--- config.mk ---
export PLATFORM = sky130hd
export DESIGN_NAME = axi_part_mapper_flat
export DESIGN_NICKNAME = d
export VERILOG_FILES = /design/src/rtl/axi_part_mapper_if.sv /design/src/rtl/axi_part_mapper.sv /design/src/flat_wrapper.sv
export SDC_FILE = /design/constraint.sdc
export NUM_CORES = 1
export LEC_CHECK = 0
export CORE_AREA = 2 2 197 199
export CTS_BUF_LIST = sky130_fd_sc_hd__clkbuf_8
export CTS_CLUSTER_SIZE = 24
export DETAILED_ROUTE_END_ITERATION = 8
export DIE_AREA = 0 0 199 201
export GPL_TIMING_DRIVEN = 0
export PLACE_DENSITY = 0.41
export SLEW_MARGIN = 0
export SYNTH_ARGS = -nofsm -noshare
export SYNTH_HDL_FRONTEND = slang
export SYNTH_SLANG_ARGS = --single-unit
--- constraint.sdc ---
create_clock -name coreclk -period 3.84 [get_ports coreclk]
set_input_delay 0.576 -clock coreclk [delete_from_list [all_inputs] [get_ports coreclk]]
set_output_delay 0.576 -clock coreclk [all_outputs]
set_load 0.05 [all_outputs]
--- src/rtl/axi_part_mapper_if.sv ---
// AXI4 bundle used on both sides of the partition mapper (64-bit data, user = partition id).
interface axi_part_mapper_if #(
    parameter int ADDR_W = 32,
    parameter int ID_W   = 1,
    parameter int USER_W = 2
) ();
    logic [ADDR_W-1:0] awaddr;
    logic [ID_W-1:0]   awid;
    logic [7:0]        awlen;
    logic [2:0]        awsize;
    logic [1:0]        awburst;
    logic [USER_W-1:0] awuser;
    logic              awvalid;
    logic              awready;

    logic [63:0]       wdata;
    logic [7:0]        wstrb;
    logic              wlast;
    logic              wvalid;
    logic              wready;

    logic [ID_W-1:0]   bid;
    logic [1:0]        bresp;
    logic              bvalid;
    logic              bready;

    logic [ADDR_W-1:0] araddr;
    logic [ID_W-1:0]   arid;
    logic [7:0]        arlen;
    logic [2:0]        arsize;
    logic [1:0]        arburst;
    logic [USER_W-1:0] aruser;
    logic              arvalid;
    logic              arready;

    logic [ID_W-1:0]   rid;
    logic [63:0]       rdata;
    logic [1:0]        rresp;
    logic              rlast;
    logic              rvalid;
    logic              rready;

    modport master (
        output awaddr, awid, awlen, awsize, awburst, awuser, awvalid,
        input  awready,
        output wdata, wstrb, wlast, wvalid,
        input  wready,
        input  bid, bresp, bvalid,
        output bready,
        output araddr, arid, arlen, arsize, arburst, aruser, arvalid,
        input  arready,
        input  rid, rdata, rresp, rlast, rvalid,
        output rready
    );

    modport slave (
        input  awaddr, awid, awlen, awsize, awburst, awuser, awvalid,
        output awready,
        input  wdata, wstrb, wlast, wvalid,
        output wready,
        output bid, bresp, bvalid,
        input  bready,
        input  araddr, arid, arlen, arsize, arburst, aruser, arvalid,
        output arready,
        output rid, rdata, rresp, rlast, rvalid,
        input  rready
    );
endinterface

--- src/rtl/axi_part_mapper.sv ---
// AXI partition mapper: AW/AR one-entry slices that remap addresses into a partition
// window, zero-latency W/B/R pass-through, and an enable FSM that drains all
// outstanding transactions before the mapping mode is switched.
//
// state    | meaning
// ST_IDLE  | mapping mode stable, traffic flows
// ST_DRAIN | mode change requested, new AW/AR blocked until counters reach 0
// ST_APPLY | load requested mode into part_en_active, then back to idle
module axi_part_mapper #(
    parameter int                ADDR_W   = 32,
    parameter int                ID_W     = 1,
    parameter int                NPART    = 4,
    parameter int                WIN_LOG2 = 28,
    parameter logic [ADDR_W-1:0] OUT_BASE = '0,
    parameter int                MAX_OUT  = 4
) (
    input  logic                coreclk,
    input  logic                corersts,
    input  logic                mem_part_en,
    output logic                part_en_active,
    output logic                drain_busy,
    axi_part_mapper_if.slave    s_axi,
    axi_part_mapper_if.master   m_axi
);
    localparam int PART_W = $clog2(NPART);
    localparam int CNT_W  = $clog2(MAX_OUT + 1);
    localparam logic [CNT_W-1:0]  CNT_MAX  = CNT_W'(MAX_OUT);
    localparam logic [ADDR_W-1:0] LOW_MASK = (ADDR_W'(1) << WIN_LOG2) - ADDR_W'(1);

    typedef enum logic [1:0] {ST_IDLE, ST_DRAIN, ST_APPLY} state_t;

    state_t            state_q, state_d;
    logic              active_q, active_d;
    logic [CNT_W-1:0]  wcnt_q, wcnt_d, rcnt_q, rcnt_d;

    logic              aw_valid_q, aw_valid_d;
    logic [ADDR_W-1:0] aw_addr_q;
    logic [ID_W-1:0]   aw_id_q;
    logic [7:0]        aw_len_q;
    logic [2:0]        aw_size_q;
    logic [1:0]        aw_burst_q;

    logic              ar_valid_q, ar_valid_d;
    logic [ADDR_W-1:0] ar_addr_q;
    logic [ID_W-1:0]   ar_id_q;
    logic [7:0]        ar_len_q;
    logic [2:0]        ar_size_q;
    logic [1:0]        ar_burst_q;

    logic aw_stall, ar_stall;
    logic s_aw_fire, m_aw_fire, s_ar_fire, m_ar_fire, b_fire, r_done;

    function automatic logic [ADDR_W-1:0] map_addr(input logic [ADDR_W-1:0] addr,
                                                   input logic [PART_W-1:0] part,
                                                   input logic en);
        if (en)
            return OUT_BASE + (ADDR_W'(part) << WIN_LOG2) + (addr & LOW_MASK);
        return addr;
    endfunction

    // Saturating so a stray response at 0 (or an extra request at max) cannot wrap.
    function automatic logic [CNT_W-1:0] next_cnt(input logic [CNT_W-1:0] cnt,
                                                   input logic inc, input logic dec);
        if (inc && !dec && cnt != CNT_MAX)
            return cnt + CNT_W'(1);
        if (dec && !inc && cnt != '0)
            return cnt - CNT_W'(1);
        return cnt;
    endfunction

    assign part_en_active = active_q;
    assign drain_busy     = (state_q != ST_IDLE);
    assign aw_stall       = (wcnt_q == CNT_MAX) || drain_busy;
    assign ar_stall       = (rcnt_q == CNT_MAX) || drain_busy;

    assign s_axi.awready = (!aw_valid_q || m_axi.awready) && !aw_stall;
    assign s_axi.arready = (!ar_valid_q || m_axi.arready) && !ar_stall;
    assign s_aw_fire     = s_axi.awvalid && s_axi.awready;
    assign m_aw_fire     = aw_valid_q && m_axi.awready;
    assign s_ar_fire     = s_axi.arvalid && s_axi.arready;
    assign m_ar_fire     = ar_valid_q && m_axi.arready;
    assign b_fire        = s_axi.bvalid && s_axi.bready;
    assign r_done        = s_axi.rvalid && s_axi.rready && s_axi.rlast;

    assign m_axi.awvalid = aw_valid_q;
    assign m_axi.awaddr  = aw_addr_q;
    assign m_axi.awid    = aw_id_q;
    assign m_axi.awlen   = aw_len_q;
    assign m_axi.awsize  = aw_size_q;
    assign m_axi.awburst = aw_burst_q;
    assign m_axi.awuser  = '0;
    assign m_axi.arvalid = ar_valid_q;
    assign m_axi.araddr  = ar_addr_q;
    assign m_axi.arid    = ar_id_q;
    assign m_axi.arlen   = ar_len_q;
    assign m_axi.arsize  = ar_size_q;
    assign m_axi.arburst = ar_burst_q;
    assign m_axi.aruser  = '0;

    assign m_axi.wdata   = s_axi.wdata;
    assign m_axi.wstrb   = s_axi.wstrb;
    assign m_axi.wlast   = s_axi.wlast;
    assign m_axi.wvalid  = s_axi.wvalid;
    assign s_axi.wready  = m_axi.wready;
    assign s_axi.bid     = m_axi.bid;
    assign s_axi.bresp   = m_axi.bresp;
    assign s_axi.bvalid  = m_axi.bvalid;
    assign m_axi.bready  = s_axi.bready;
    assign s_axi.rid     = m_axi.rid;
    assign s_axi.rdata   = m_axi.rdata;
    assign s_axi.rresp   = m_axi.rresp;
    assign s_axi.rlast   = m_axi.rlast;
    assign s_axi.rvalid  = m_axi.rvalid;
    assign m_axi.rready  = s_axi.rready;

    // Slice occupancy and outstanding-transaction counters.
    always_comb begin
        aw_valid_d = aw_valid_q;
        ar_valid_d = ar_valid_q;
        if (s_aw_fire)      aw_valid_d = 1'b1;
        else if (m_aw_fire) aw_valid_d = 1'b0;
        if (s_ar_fire)      ar_valid_d = 1'b1;
        else if (m_ar_fire) ar_valid_d = 1'b0;
        wcnt_d = next_cnt(wcnt_q, s_aw_fire, b_fire);
        rcnt_d = next_cnt(rcnt_q, s_ar_fire, r_done);
    end

    // Enable FSM: block new requests, wait for zero outstanding, then switch.
    always_comb begin
        state_d  = state_q;
        active_d = active_q;
        case (state_q)
            ST_IDLE:  if (mem_part_en != active_q) state_d = ST_DRAIN;
            ST_DRAIN: if (wcnt_q == '0 && rcnt_q == '0) state_d = ST_APPLY;
            ST_APPLY: begin
                active_d = mem_part_en;
                state_d  = ST_IDLE;
            end
            default:  state_d = ST_IDLE;
        endcase
    end

    // Control state registers.
    always_ff @(posedge coreclk or posedge corersts) begin
        if (corersts) begin
            state_q    <= ST_IDLE;
            active_q   <= 1'b0;
            wcnt_q     <= '0;
            rcnt_q     <= '0;
            aw_valid_q <= 1'b0;
            ar_valid_q <= 1'b0;
        end else begin
            state_q    <= state_d;
            active_q   <= active_d;
            wcnt_q     <= wcnt_d;
            rcnt_q     <= rcnt_d;
            aw_valid_q <= aw_valid_d;
            ar_valid_q <= ar_valid_d;
        end
    end

    // Slice payloads; the address is remapped on capture with the mode in force at accept.
    always_ff @(posedge coreclk or posedge corersts) begin
        if (corersts) begin
            aw_addr_q  <= '0;
            aw_id_q    <= '0;
            aw_len_q   <= '0;
            aw_size_q  <= '0;
            aw_burst_q <= '0;
            ar_addr_q  <= '0;
            ar_id_q    <= '0;
            ar_len_q   <= '0;
            ar_size_q  <= '0;
            ar_burst_q <= '0;
        end else begin
            if (s_aw_fire) begin
                aw_addr_q  <= map_addr(s_axi.awaddr, s_axi.awuser, active_q);
                aw_id_q    <= s_axi.awid;
                aw_len_q   <= s_axi.awlen;
                aw_size_q  <= s_axi.awsize;
                aw_burst_q <= s_axi.awburst;
            end
            if (s_ar_fire) begin
                ar_addr_q  <= map_addr(s_axi.araddr, s_axi.aruser, active_q);
                ar_id_q    <= s_axi.arid;
                ar_len_q   <= s_axi.arlen;
                ar_size_q  <= s_axi.arsize;
                ar_burst_q <= s_axi.arburst;
            end
        end
    end
endmodule

--- src/flat_wrapper.sv ---
// flat-port wrapper written by rule: the top's interface ports become plain ports
module axi_part_mapper_flat 
#(
    parameter int                ADDR_W   = 32,
    parameter int                ID_W     = 1,
    parameter int                NPART    = 4,
    parameter int                WIN_LOG2 = 28,
    parameter logic [ADDR_W-1:0] OUT_BASE = '0,
    parameter int                MAX_OUT  = 4
)
  (coreclk, corersts, mem_part_en, part_en_active, drain_busy, s_axi_awaddr, s_axi_awid, s_axi_awlen, s_axi_awsize, s_axi_awburst, s_axi_awuser, s_axi_awvalid, s_axi_awready, s_axi_wdata, s_axi_wstrb, s_axi_wlast, s_axi_wvalid, s_axi_wready, s_axi_bid, s_axi_bresp, s_axi_bvalid, s_axi_bready, s_axi_araddr, s_axi_arid, s_axi_arlen, s_axi_arsize, s_axi_arburst, s_axi_aruser, s_axi_arvalid, s_axi_arready, s_axi_rid, s_axi_rdata, s_axi_rresp, s_axi_rlast, s_axi_rvalid, s_axi_rready, m_axi_awaddr, m_axi_awid, m_axi_awlen, m_axi_awsize, m_axi_awburst, m_axi_awuser, m_axi_awvalid, m_axi_awready, m_axi_wdata, m_axi_wstrb, m_axi_wlast, m_axi_wvalid, m_axi_wready, m_axi_bid, m_axi_bresp, m_axi_bvalid, m_axi_bready, m_axi_araddr, m_axi_arid, m_axi_arlen, m_axi_arsize, m_axi_arburst, m_axi_aruser, m_axi_arvalid, m_axi_arready, m_axi_rid, m_axi_rdata, m_axi_rresp, m_axi_rlast, m_axi_rvalid, m_axi_rready);
  axi_part_mapper_if #(.ADDR_W(ADDR_W), .ID_W(ID_W), .USER_W(2)) s_axi_i ();
  axi_part_mapper_if #(.ADDR_W(ADDR_W), .ID_W(ID_W), .USER_W(2)) m_axi_i ();
  input  logic coreclk;
  input  logic corersts;
  input  logic mem_part_en;
  output logic part_en_active;
  output logic drain_busy;
  input wire logic [$bits(s_axi_i.awaddr)-1:0] s_axi_awaddr;
  input wire logic [$bits(s_axi_i.awid)-1:0] s_axi_awid;
  input wire logic [$bits(s_axi_i.awlen)-1:0] s_axi_awlen;
  input wire logic [$bits(s_axi_i.awsize)-1:0] s_axi_awsize;
  input wire logic [$bits(s_axi_i.awburst)-1:0] s_axi_awburst;
  input wire logic [$bits(s_axi_i.awuser)-1:0] s_axi_awuser;
  input wire logic [$bits(s_axi_i.awvalid)-1:0] s_axi_awvalid;
  output wire logic [$bits(s_axi_i.awready)-1:0] s_axi_awready;
  input wire logic [$bits(s_axi_i.wdata)-1:0] s_axi_wdata;
  input wire logic [$bits(s_axi_i.wstrb)-1:0] s_axi_wstrb;
  input wire logic [$bits(s_axi_i.wlast)-1:0] s_axi_wlast;
  input wire logic [$bits(s_axi_i.wvalid)-1:0] s_axi_wvalid;
  output wire logic [$bits(s_axi_i.wready)-1:0] s_axi_wready;
  output wire logic [$bits(s_axi_i.bid)-1:0] s_axi_bid;
  output wire logic [$bits(s_axi_i.bresp)-1:0] s_axi_bresp;
  output wire logic [$bits(s_axi_i.bvalid)-1:0] s_axi_bvalid;
  input wire logic [$bits(s_axi_i.bready)-1:0] s_axi_bready;
  input wire logic [$bits(s_axi_i.araddr)-1:0] s_axi_araddr;
  input wire logic [$bits(s_axi_i.arid)-1:0] s_axi_arid;
  input wire logic [$bits(s_axi_i.arlen)-1:0] s_axi_arlen;
  input wire logic [$bits(s_axi_i.arsize)-1:0] s_axi_arsize;
  input wire logic [$bits(s_axi_i.arburst)-1:0] s_axi_arburst;
  input wire logic [$bits(s_axi_i.aruser)-1:0] s_axi_aruser;
  input wire logic [$bits(s_axi_i.arvalid)-1:0] s_axi_arvalid;
  output wire logic [$bits(s_axi_i.arready)-1:0] s_axi_arready;
  output wire logic [$bits(s_axi_i.rid)-1:0] s_axi_rid;
  output wire logic [$bits(s_axi_i.rdata)-1:0] s_axi_rdata;
  output wire logic [$bits(s_axi_i.rresp)-1:0] s_axi_rresp;
  output wire logic [$bits(s_axi_i.rlast)-1:0] s_axi_rlast;
  output wire logic [$bits(s_axi_i.rvalid)-1:0] s_axi_rvalid;
  input wire logic [$bits(s_axi_i.rready)-1:0] s_axi_rready;
  output wire logic [$bits(m_axi_i.awaddr)-1:0] m_axi_awaddr;
  output wire logic [$bits(m_axi_i.awid)-1:0] m_axi_awid;
  output wire logic [$bits(m_axi_i.awlen)-1:0] m_axi_awlen;
  output wire logic [$bits(m_axi_i.awsize)-1:0] m_axi_awsize;
  output wire logic [$bits(m_axi_i.awburst)-1:0] m_axi_awburst;
  output wire logic [$bits(m_axi_i.awuser)-1:0] m_axi_awuser;
  output wire logic [$bits(m_axi_i.awvalid)-1:0] m_axi_awvalid;
  input wire logic [$bits(m_axi_i.awready)-1:0] m_axi_awready;
  output wire logic [$bits(m_axi_i.wdata)-1:0] m_axi_wdata;
  output wire logic [$bits(m_axi_i.wstrb)-1:0] m_axi_wstrb;
  output wire logic [$bits(m_axi_i.wlast)-1:0] m_axi_wlast;
  output wire logic [$bits(m_axi_i.wvalid)-1:0] m_axi_wvalid;
  input wire logic [$bits(m_axi_i.wready)-1:0] m_axi_wready;
  input wire logic [$bits(m_axi_i.bid)-1:0] m_axi_bid;
  input wire logic [$bits(m_axi_i.bresp)-1:0] m_axi_bresp;
  input wire logic [$bits(m_axi_i.bvalid)-1:0] m_axi_bvalid;
  output wire logic [$bits(m_axi_i.bready)-1:0] m_axi_bready;
  output wire logic [$bits(m_axi_i.araddr)-1:0] m_axi_araddr;
  output wire logic [$bits(m_axi_i.arid)-1:0] m_axi_arid;
  output wire logic [$bits(m_axi_i.arlen)-1:0] m_axi_arlen;
  output wire logic [$bits(m_axi_i.arsize)-1:0] m_axi_arsize;
  output wire logic [$bits(m_axi_i.arburst)-1:0] m_axi_arburst;
  output wire logic [$bits(m_axi_i.aruser)-1:0] m_axi_aruser;
  output wire logic [$bits(m_axi_i.arvalid)-1:0] m_axi_arvalid;
  input wire logic [$bits(m_axi_i.arready)-1:0] m_axi_arready;
  input wire logic [$bits(m_axi_i.rid)-1:0] m_axi_rid;
  input wire logic [$bits(m_axi_i.rdata)-1:0] m_axi_rdata;
  input wire logic [$bits(m_axi_i.rresp)-1:0] m_axi_rresp;
  input wire logic [$bits(m_axi_i.rlast)-1:0] m_axi_rlast;
  input wire logic [$bits(m_axi_i.rvalid)-1:0] m_axi_rvalid;
  output wire logic [$bits(m_axi_i.rready)-1:0] m_axi_rready;
  assign s_axi_i.awaddr = s_axi_awaddr;
  assign s_axi_i.awid = s_axi_awid;
  assign s_axi_i.awlen = s_axi_awlen;
  assign s_axi_i.awsize = s_axi_awsize;
  assign s_axi_i.awburst = s_axi_awburst;
  assign s_axi_i.awuser = s_axi_awuser;
  assign s_axi_i.awvalid = s_axi_awvalid;
  assign s_axi_awready = s_axi_i.awready;
  assign s_axi_i.wdata = s_axi_wdata;
  assign s_axi_i.wstrb = s_axi_wstrb;
  assign s_axi_i.wlast = s_axi_wlast;
  assign s_axi_i.wvalid = s_axi_wvalid;
  assign s_axi_wready = s_axi_i.wready;
  assign s_axi_bid = s_axi_i.bid;
  assign s_axi_bresp = s_axi_i.bresp;
  assign s_axi_bvalid = s_axi_i.bvalid;
  assign s_axi_i.bready = s_axi_bready;
  assign s_axi_i.araddr = s_axi_araddr;
  assign s_axi_i.arid = s_axi_arid;
  assign s_axi_i.arlen = s_axi_arlen;
  assign s_axi_i.arsize = s_axi_arsize;
  assign s_axi_i.arburst = s_axi_arburst;
  assign s_axi_i.aruser = s_axi_aruser;
  assign s_axi_i.arvalid = s_axi_arvalid;
  assign s_axi_arready = s_axi_i.arready;
  assign s_axi_rid = s_axi_i.rid;
  assign s_axi_rdata = s_axi_i.rdata;
  assign s_axi_rresp = s_axi_i.rresp;
  assign s_axi_rlast = s_axi_i.rlast;
  assign s_axi_rvalid = s_axi_i.rvalid;
  assign s_axi_i.rready = s_axi_rready;
  assign m_axi_awaddr = m_axi_i.awaddr;
  assign m_axi_awid = m_axi_i.awid;
  assign m_axi_awlen = m_axi_i.awlen;
  assign m_axi_awsize = m_axi_i.awsize;
  assign m_axi_awburst = m_axi_i.awburst;
  assign m_axi_awuser = m_axi_i.awuser;
  assign m_axi_awvalid = m_axi_i.awvalid;
  assign m_axi_i.awready = m_axi_awready;
  assign m_axi_wdata = m_axi_i.wdata;
  assign m_axi_wstrb = m_axi_i.wstrb;
  assign m_axi_wlast = m_axi_i.wlast;
  assign m_axi_wvalid = m_axi_i.wvalid;
  assign m_axi_i.wready = m_axi_wready;
  assign m_axi_i.bid = m_axi_bid;
  assign m_axi_i.bresp = m_axi_bresp;
  assign m_axi_i.bvalid = m_axi_bvalid;
  assign m_axi_bready = m_axi_i.bready;
  assign m_axi_araddr = m_axi_i.araddr;
  assign m_axi_arid = m_axi_i.arid;
  assign m_axi_arlen = m_axi_i.arlen;
  assign m_axi_arsize = m_axi_i.arsize;
  assign m_axi_arburst = m_axi_i.arburst;
  assign m_axi_aruser = m_axi_i.aruser;
  assign m_axi_arvalid = m_axi_i.arvalid;
  assign m_axi_i.arready = m_axi_arready;
  assign m_axi_i.rid = m_axi_rid;
  assign m_axi_i.rdata = m_axi_rdata;
  assign m_axi_i.rresp = m_axi_rresp;
  assign m_axi_i.rlast = m_axi_rlast;
  assign m_axi_i.rvalid = m_axi_rvalid;
  assign m_axi_rready = m_axi_i.rready;
  axi_part_mapper #(.ADDR_W(ADDR_W), .ID_W(ID_W), .NPART(NPART), .WIN_LOG2(WIN_LOG2), .OUT_BASE(OUT_BASE), .MAX_OUT(MAX_OUT)) u_core (.coreclk(coreclk), .corersts(corersts), .mem_part_en(mem_part_en), .part_en_active(part_en_active), .drain_busy(drain_busy), .s_axi(s_axi_i), .m_axi(m_axi_i));
endmodule
==> results of run 1 <==
final timing paths:
check | from | to | slack, ps | cells after the start
worst max-delay path | m_axi_arready | s_axi_arready | 940 | 5
worst min-delay path | u_core.m_axi.awaddr[27] | u_core.m_axi.awaddr[27] | 480 | 2
worst max register to register | u_core.rcnt_q[0] | u_core.m_axi.arlen[4] | 1960 | 7
worst min register to register | u_core.m_axi.awaddr[27] | u_core.m_axi.awaddr[27] | 480 | 2
max in group asynchronous | corersts | u_core.m_axi.araddr[5] | 2570 | 3
min in group asynchronous | corersts | u_core.m_axi.awaddr[15] | 590 | 2
registers in the layout (all words and copies together) (netlist names), 3 cells and up:
register             flops
u_core.m_axi.awlen       8
u_core.m_axi.awsize      3
u_core.rcnt_q            3
u_core.m_axi.arsize      3
u_core.wcnt_q            3
u_core.m_axi.awaddr     32
u_core.m_axi.arlen       8
u_core.m_axi.araddr     32
worst max-delay path: stages:
cell             delay, ps
clkdlybuf4s50_1        440
nand2b_1               250
nand2_1                 90
a21oi_1                120
clkdlybuf4s50_1        840
report_power, final:
| group | internal, W | total, W | switching (W) |
|---|---|---|---|
| Sequential | 0.00158 | 0.00187 | 0.000289 |
| Combinational | 0.00149 | 0.00447 | 0.00298 |
| Clock | 0.000304 | 0.000741 | 0.000437 |
| Total | 0.00338 | 0.00708 | 0.00370 |
cell families after synthesis:
family	Yosys count
adders and majority gates	6
xor gates and xnor gates	3
AOI/OAI and AO/OA	28
and+or+nand+nor	292
DFF	103
buffers and inverters	183
other	1
muxes	7
layer usage:
metal | routed length [um] | up-vias | track usage | share of wire
met5 | 0 | - | 0 | 0
met2 | 10100 | 236 | 0.167 | 0.50
met1 | 8340 | 2289 | 0.118 | 0.41
met3 | 1690 | 10 | 0.0349 | 0.083
met4 | 227 | 0 | 0.0280 | 0.011
li1 | - | 2504 | - | -
stage by stage:
step                      std cells  setup TNS [ps]  utilization  setup WS [ps]  power [W]
final                          1516               0        0.259            937    0.00708
after detailed placement       1500               0        0.254            887    0.00644
after global routing           1516               0        0.259            844    0.00755
after global placement         1499         -185740        0.253          -1820    0.00641
after floorplan                 626               0            -            560    0.00480
after CTS                      1516               0        0.259            887    0.00725
final cells by class:
cell class / count / area [um^2]
repair buffers: 356 / 3580
fillers: 4138 / 28200
inverters: 8 / 35.0
plain buffers: 175 / 1280
multi-input cells: 340 / 1540
clock buffers: 9 / 124
clock inverters: 7 / 73.8
well taps: 518 / 648
flip-flops and latches: 103 / 2580
synthesized netlist by cell type, drive strengths merged:
| master | n |
|---|---|
| a21boi | 4 |
| a21oi | 4 |
| a221oi | 1 |
| a311oi | 3 |
| a31o | 1 |
| and2 | 1 |
| and2b | 1 |
| and3 | 2 |
| and4b | 1 |
| buf | 166 |
| clkbuf | 9 |
| conb | 1 |
| dfrtp | 103 |
| ha | 6 |
| inv | 8 |
| mux2 | 1 |
| mux2i | 6 |
| nand2 | 268 |
| nand2b | 7 |
| nand3 | 3 |
| nand4 | 3 |
| nor2 | 3 |
| nor2b | 2 |
| o211ai | 1 |
| o21ai | 11 |
| o22ai | 2 |
| o32a | 1 |
| or2 | 1 |
| xnor2 | 2 |
| xor2 | 1 |
==> results.ini, run 1 <==
[outcome]
status = finished, final reports clean

[yosys]
synth_compound_area_frac = 0.0337
yosysTopAreaCellShare = 0.476
synth_top_cells_by_area = dfrtp_1, buf_4, nand2_1
syn_area_per_cell_um2 = 8.70
synth_top_family_by_area = buffers and inverters
yosys_warnings = 0
synth_area_mm2 = 0.00542
ys_seq_area_frac = 0.476
synth.distinct_cells = 38
synthSimpleGateAreaFrac = 0.216
synthAdderAreaFrac = 0.0139
synthCells = 623
synth_top_area_cell = dfrtp_1
synth_xor_area_frac = 0.00485
synth-seq-cells = 103
synth.area.mux_share = 0.0132

[clock_network]
tritoncts = done
numCtsBuffers = 9
clkSinkCount = 103
worstSkewPairLatency_ps = 410
post_cts_buffers = 0
ctsResizeCount = 0
clk_pin_slew_ps = 100
cts_buffer_depth = 2
cts.htree.levels = 3
hold_buffers = 0
root_buffer = clkbuf_8

[critical_path]
cp.required_ps = 3260
crit_arrival_ps = 2330
crit_type = input pin to output port
start_kind = input pin
end_kind = output port
cp_max_fo = 6

[final_layout]
mostFrequentLayoutCells = clkdlybuf4s50_1, nand2_1, buf_4
drive_above_1_share = 0.190
layout.nets = 1252
diodes = 0
areaGrowthSynthToFinish_pct = 82.0
final_cell_area_mm2 = 0.00986
final_common_cell = clkdlybuf4s50_1

[power_and_ir_drop]
ir_drop_mv = 0.235
p_leak_nw = 4.58
p_per_area_mw_per_mm2 = 718

[global_routing]
gr-total-overflow = 0
grt_max_degree = 54
grt_use_total = 0.0989
antenna_found_initial = 0
first_global_vias = 5019
grt_pass1_wl_mm = 29.7

[drt]
detailedRoute.firstPassIterationCount = 4
vias = 5039
ant_nets = 0
wl_per_cell_um = 13.4
drc = 0
vias_per_cell = 3.32
routed_wl_mm = 20.4
drtIter0Drc = 106

[sta]
period_needed_ps = 2900
tightest_slew_ps = 591
rsz0062_at_grt = false
drv_slew = 0
setup_viol_count_final = 0
hold_viol = 0
slew_headroom = 0.605
hold_slack_ps = 479
fmax_mhz = 344
fin_skew_ps = 10.5
fin_crit_sh = 0.756

[floorplanning]
die_h_um = 201
rows = 72
io_pins = 505
die-area_mm2 = 0.0400
core_area_mm2 = 0.0381
die_w_um = 199
start_util = 0.142

[job]
drv_cap = 0

[placement]
place_congestion = 0.695
io_buffers = 355
postPlaceCellArea_mm2 = 0.00966
hpwl_mm = 16.4

[min_path]
hold_path_class = flop to flop

No activity file was read; power rests on OpenSTA's default activity.
==> inputs of run 2 (changes only) <==
--- a/config.mk
+++ b/config.mk
@@ -11,7 +11,7 @@
 export DETAILED_ROUTE_END_ITERATION = 8
 export DIE_AREA = 0 0 199 201
 export GPL_TIMING_DRIVEN = 0
-export PLACE_DENSITY = 0.41
+export PLACE_DENSITY = 0.42
 export SLEW_MARGIN = 0
 export SYNTH_ARGS = -nofsm -noshare
 export SYNTH_HDL_FRONTEND = slang
==> constraint.sdc (replaced) <==
create_clock -name coreclk -period 2.5 [get_ports coreclk]
set_input_delay 0.375 -clock coreclk [delete_from_list [all_inputs] [get_ports coreclk]]
set_output_delay 0.375 -clock coreclk [all_outputs]
set_load 0.05 [all_outputs]
==> results.ini, run 2 (synthesized netlist as in run 1, its figures left out) <==
[clock_network]
tritoncts = done
clk_pin_slew_ps = 120  ; +20 ps
clkSinkCount = 103  ; unchanged
cts_buffer_depth = 2  ; unchanged
root_buffer = clkbuf_8
post_cts_buffers = 0  ; unchanged
numCtsBuffers = 9  ; unchanged
cts.htree.levels = 3  ; unchanged
worstSkewPairLatency_ps = 420  ; about the same

[critical_path]
critical_path_buf_inv_count = 1  ; -1
crit_slowest_cell = clkdlybuf4s15_1
r2r_cells = 7  ; unchanged
endpoint = s_axi_arready
rr_endpoint = u_core.m_axi.araddr[29]
slowest_delay_ps = 540  ; -300 ps
crit_arrival_ps = 1990  ; -340 ps
cp.required_ps = 2120  ; -1140 ps
path_cells = nor2_4 > nand2_1 > a21oi_1 > clkdlybuf4s15_1
cp.depth = 4  ; -1
crit_type = flop to output port
r2r_slack_ps = 550  ; -1410 ps
start_kind = flop
end_kind = output port
crit_start = u_core.state_q[0]
cp_max_fo = 10  ; +4
crit_family = buffers and inverters
timing.rr.start = u_core.rcnt_q[0]

[global_routing]
first_global_vias = 5088  ; +1.4%
grt_max_degree = 29  ; -46%
antenna_found_initial = 0  ; unchanged
grt_use_total = 0.100  ; +0.00140
grt_pass1_wl_mm = 29.9  ; +0.84%
gr-total-overflow = 0  ; unchanged

[floorplanning]
start_util = 0.142  ; unchanged
die-area_mm2 = 0.0400  ; unchanged
die_w_um = 199  ; unchanged
core_area_mm2 = 0.0381  ; unchanged
io_pins = 505  ; unchanged
rows = 72  ; unchanged
die_h_um = 201  ; unchanged

[drt]
ant_nets = 0  ; unchanged
drc = 0  ; unchanged
wl_per_cell_um = 13.6  ; +1.1%
routed_wl_mm = 20.6  ; +1.2%
drtIter0Drc = 113  ; +6.6%
vias_per_cell = 3.35  ; +0.64%
detailedRoute.firstPassIterationCount = 4  ; unchanged
vias = 5078  ; +0.77%

[power_and_ir_drop]
swShare = 0.527  ; +0.00439
ir_drop_mv = 0.482  ; +110%
p_leak_nw = 4.59  ; +0.18%
p_per_area_mw_per_mm2 = 1100  ; +53%
total_power_w = 0.0108  ; +53%
p_switching_w = 0.00571  ; +54%
power.share.sequential = 0.265  ; about the same
clock_power_share = 0.104  ; about the same
p_comb_frac = 0.631  ; about the same
p_int_w = 0.00512  ; +52%

[sta]
setup_slack_ps = 138  ; -799 ps
drv_slew = 0  ; unchanged
fin_crit_sh = 0.945
tightest_slew_ps = 621  ; +30.3 ps
fin_skew_ps = 20.0  ; +9.54 ps
fmax_mhz = 423
rsz0062_at_grt = false
slew_headroom = 0.585  ; -0.0198
hold_viol = 0  ; unchanged
setup_viol_count_final = 0  ; unchanged
period_needed_ps = 2360

[final_layout]
drive_above_1_share = 0.194  ; +0.00362
n_fill_cell = 4156  ; +0.43%
areaGrowthSynthToFinish_pct = 82.4
mostFrequentLayoutCells = clkdlybuf4s50_1, nand2_1, buf_4
layout.nets = 1254  ; +0.16%
regArea_mm2 = 0.00258  ; unchanged
diodes = 0  ; unchanged
final_common_cell = clkdlybuf4s50_1
multi_input_area_mm2 = 0.00154  ; unchanged

[job]
drv_cap = 0  ; unchanged

[min_path]
hold_path_class = input pin to asynchronous set/reset pin

[outcome]
status = finished, final reports clean

[placement]
hpwl_mm = 16.6  ; +1.6%
place_congestion = 0.693  ; -0.37%
dp_slack_ps = -13.5  ; -901 ps
io_buffers = 355  ; unchanged

==> run 2: what timing repair did <==
| item | in CTS | in global routing |
|---|---|---|
| gates resized for setup | 2 | 4 |
| hold buffers | 0 | 0 |
| pin swaps | 0 | 0 |
| endpoints found under the setup margin | 2 | 3 |
==> run 2: final cells by class <==
| class | instances | share of cell area |
|---|---|---|
| multi-input combinational | 340 | 0.156 |
| clock inverter | 6 | 0.00532 |
| sequential | 103 | 0.261 |
| tap | 518 | 0.0656 |
| timing repair buffer | 358 | 0.365 |
| clock buffer | 10 | 0.0139 |
| inverter | 8 | 0.00342 |
| buffer | 175 | 0.129 |
==> run 2: worst min-delay path by stage <==
stage | startpoint | end | slack, ps | cells past startpoint
2_1_floorplan | u_core.rcnt_q[0] | u_core.rcnt_q[0] | 470 | 1
3_3_place_gp | u_core.m_axi.awlen[6] | u_core.m_axi.awlen[6] | 460 | 2
3_5_place_dp | u_core.m_axi.awaddr[11] | u_core.m_axi.awaddr[11] | 460 | 2
4_1_cts | corersts | u_core.m_axi.awaddr[15] | 350 | 2
5_1_grt | corersts | u_core.m_axi.awaddr[23] | 400 | 2
6_report | corersts | u_core.m_axi.awaddr[17] | 380 | 2
==> run 2: stage by stage <==
| step | cell area, um^2 | hold slack [ps] | TNS, ps | std cells | util |
|---|---|---|---|---|---|
| 2_1_floorplan | 5430 | 473 | 0 | 626 | - |
| 3_3_place_gp | 9630 | 456 | -59600 | 1499 | 0.253 |
| 3_5_place_dp | 9690 | 462 | -13.5 | 1502 | 0.254 |
| 4_1_cts | 9880 | 347 | 0 | 1518 | 0.259 |
| 5_1_grt | 9880 | 404 | 0 | 1518 | 0.259 |
| 6_report | 9880 | 376 | 0 | 1518 | 0.259 |
==> run 2: layer usage <==
metal | routed length (um) | track usage | up-vias
met1 | 8390 | 0.118 | 2329
li1 | - | - | 2509
met4 | 296 | 0.0360 | 0
met2 | 10500 | 0.174 | 229
met3 | 1440 | 0.0254 | 11
met5 | 0 | 0 | -
==> run 2: power groups by stage <==
| stage | Combinational (W) | Clock [W] | Sequential (W) |
|---|---|---|---|
| finish | 0.00683 | 0.00113 | 0.00287 |
| global route | 0.00727 | 0.00128 | 0.00298 |
| CTS | 0.00697 | 0.00124 | 0.00288 |
| detailed placement | 0.00697 | 0 | 0.00291 |
| global placement | 0.00694 | 0 | 0.00289 |
| floorplan | 0.00205 | 0 | 0.00532 |
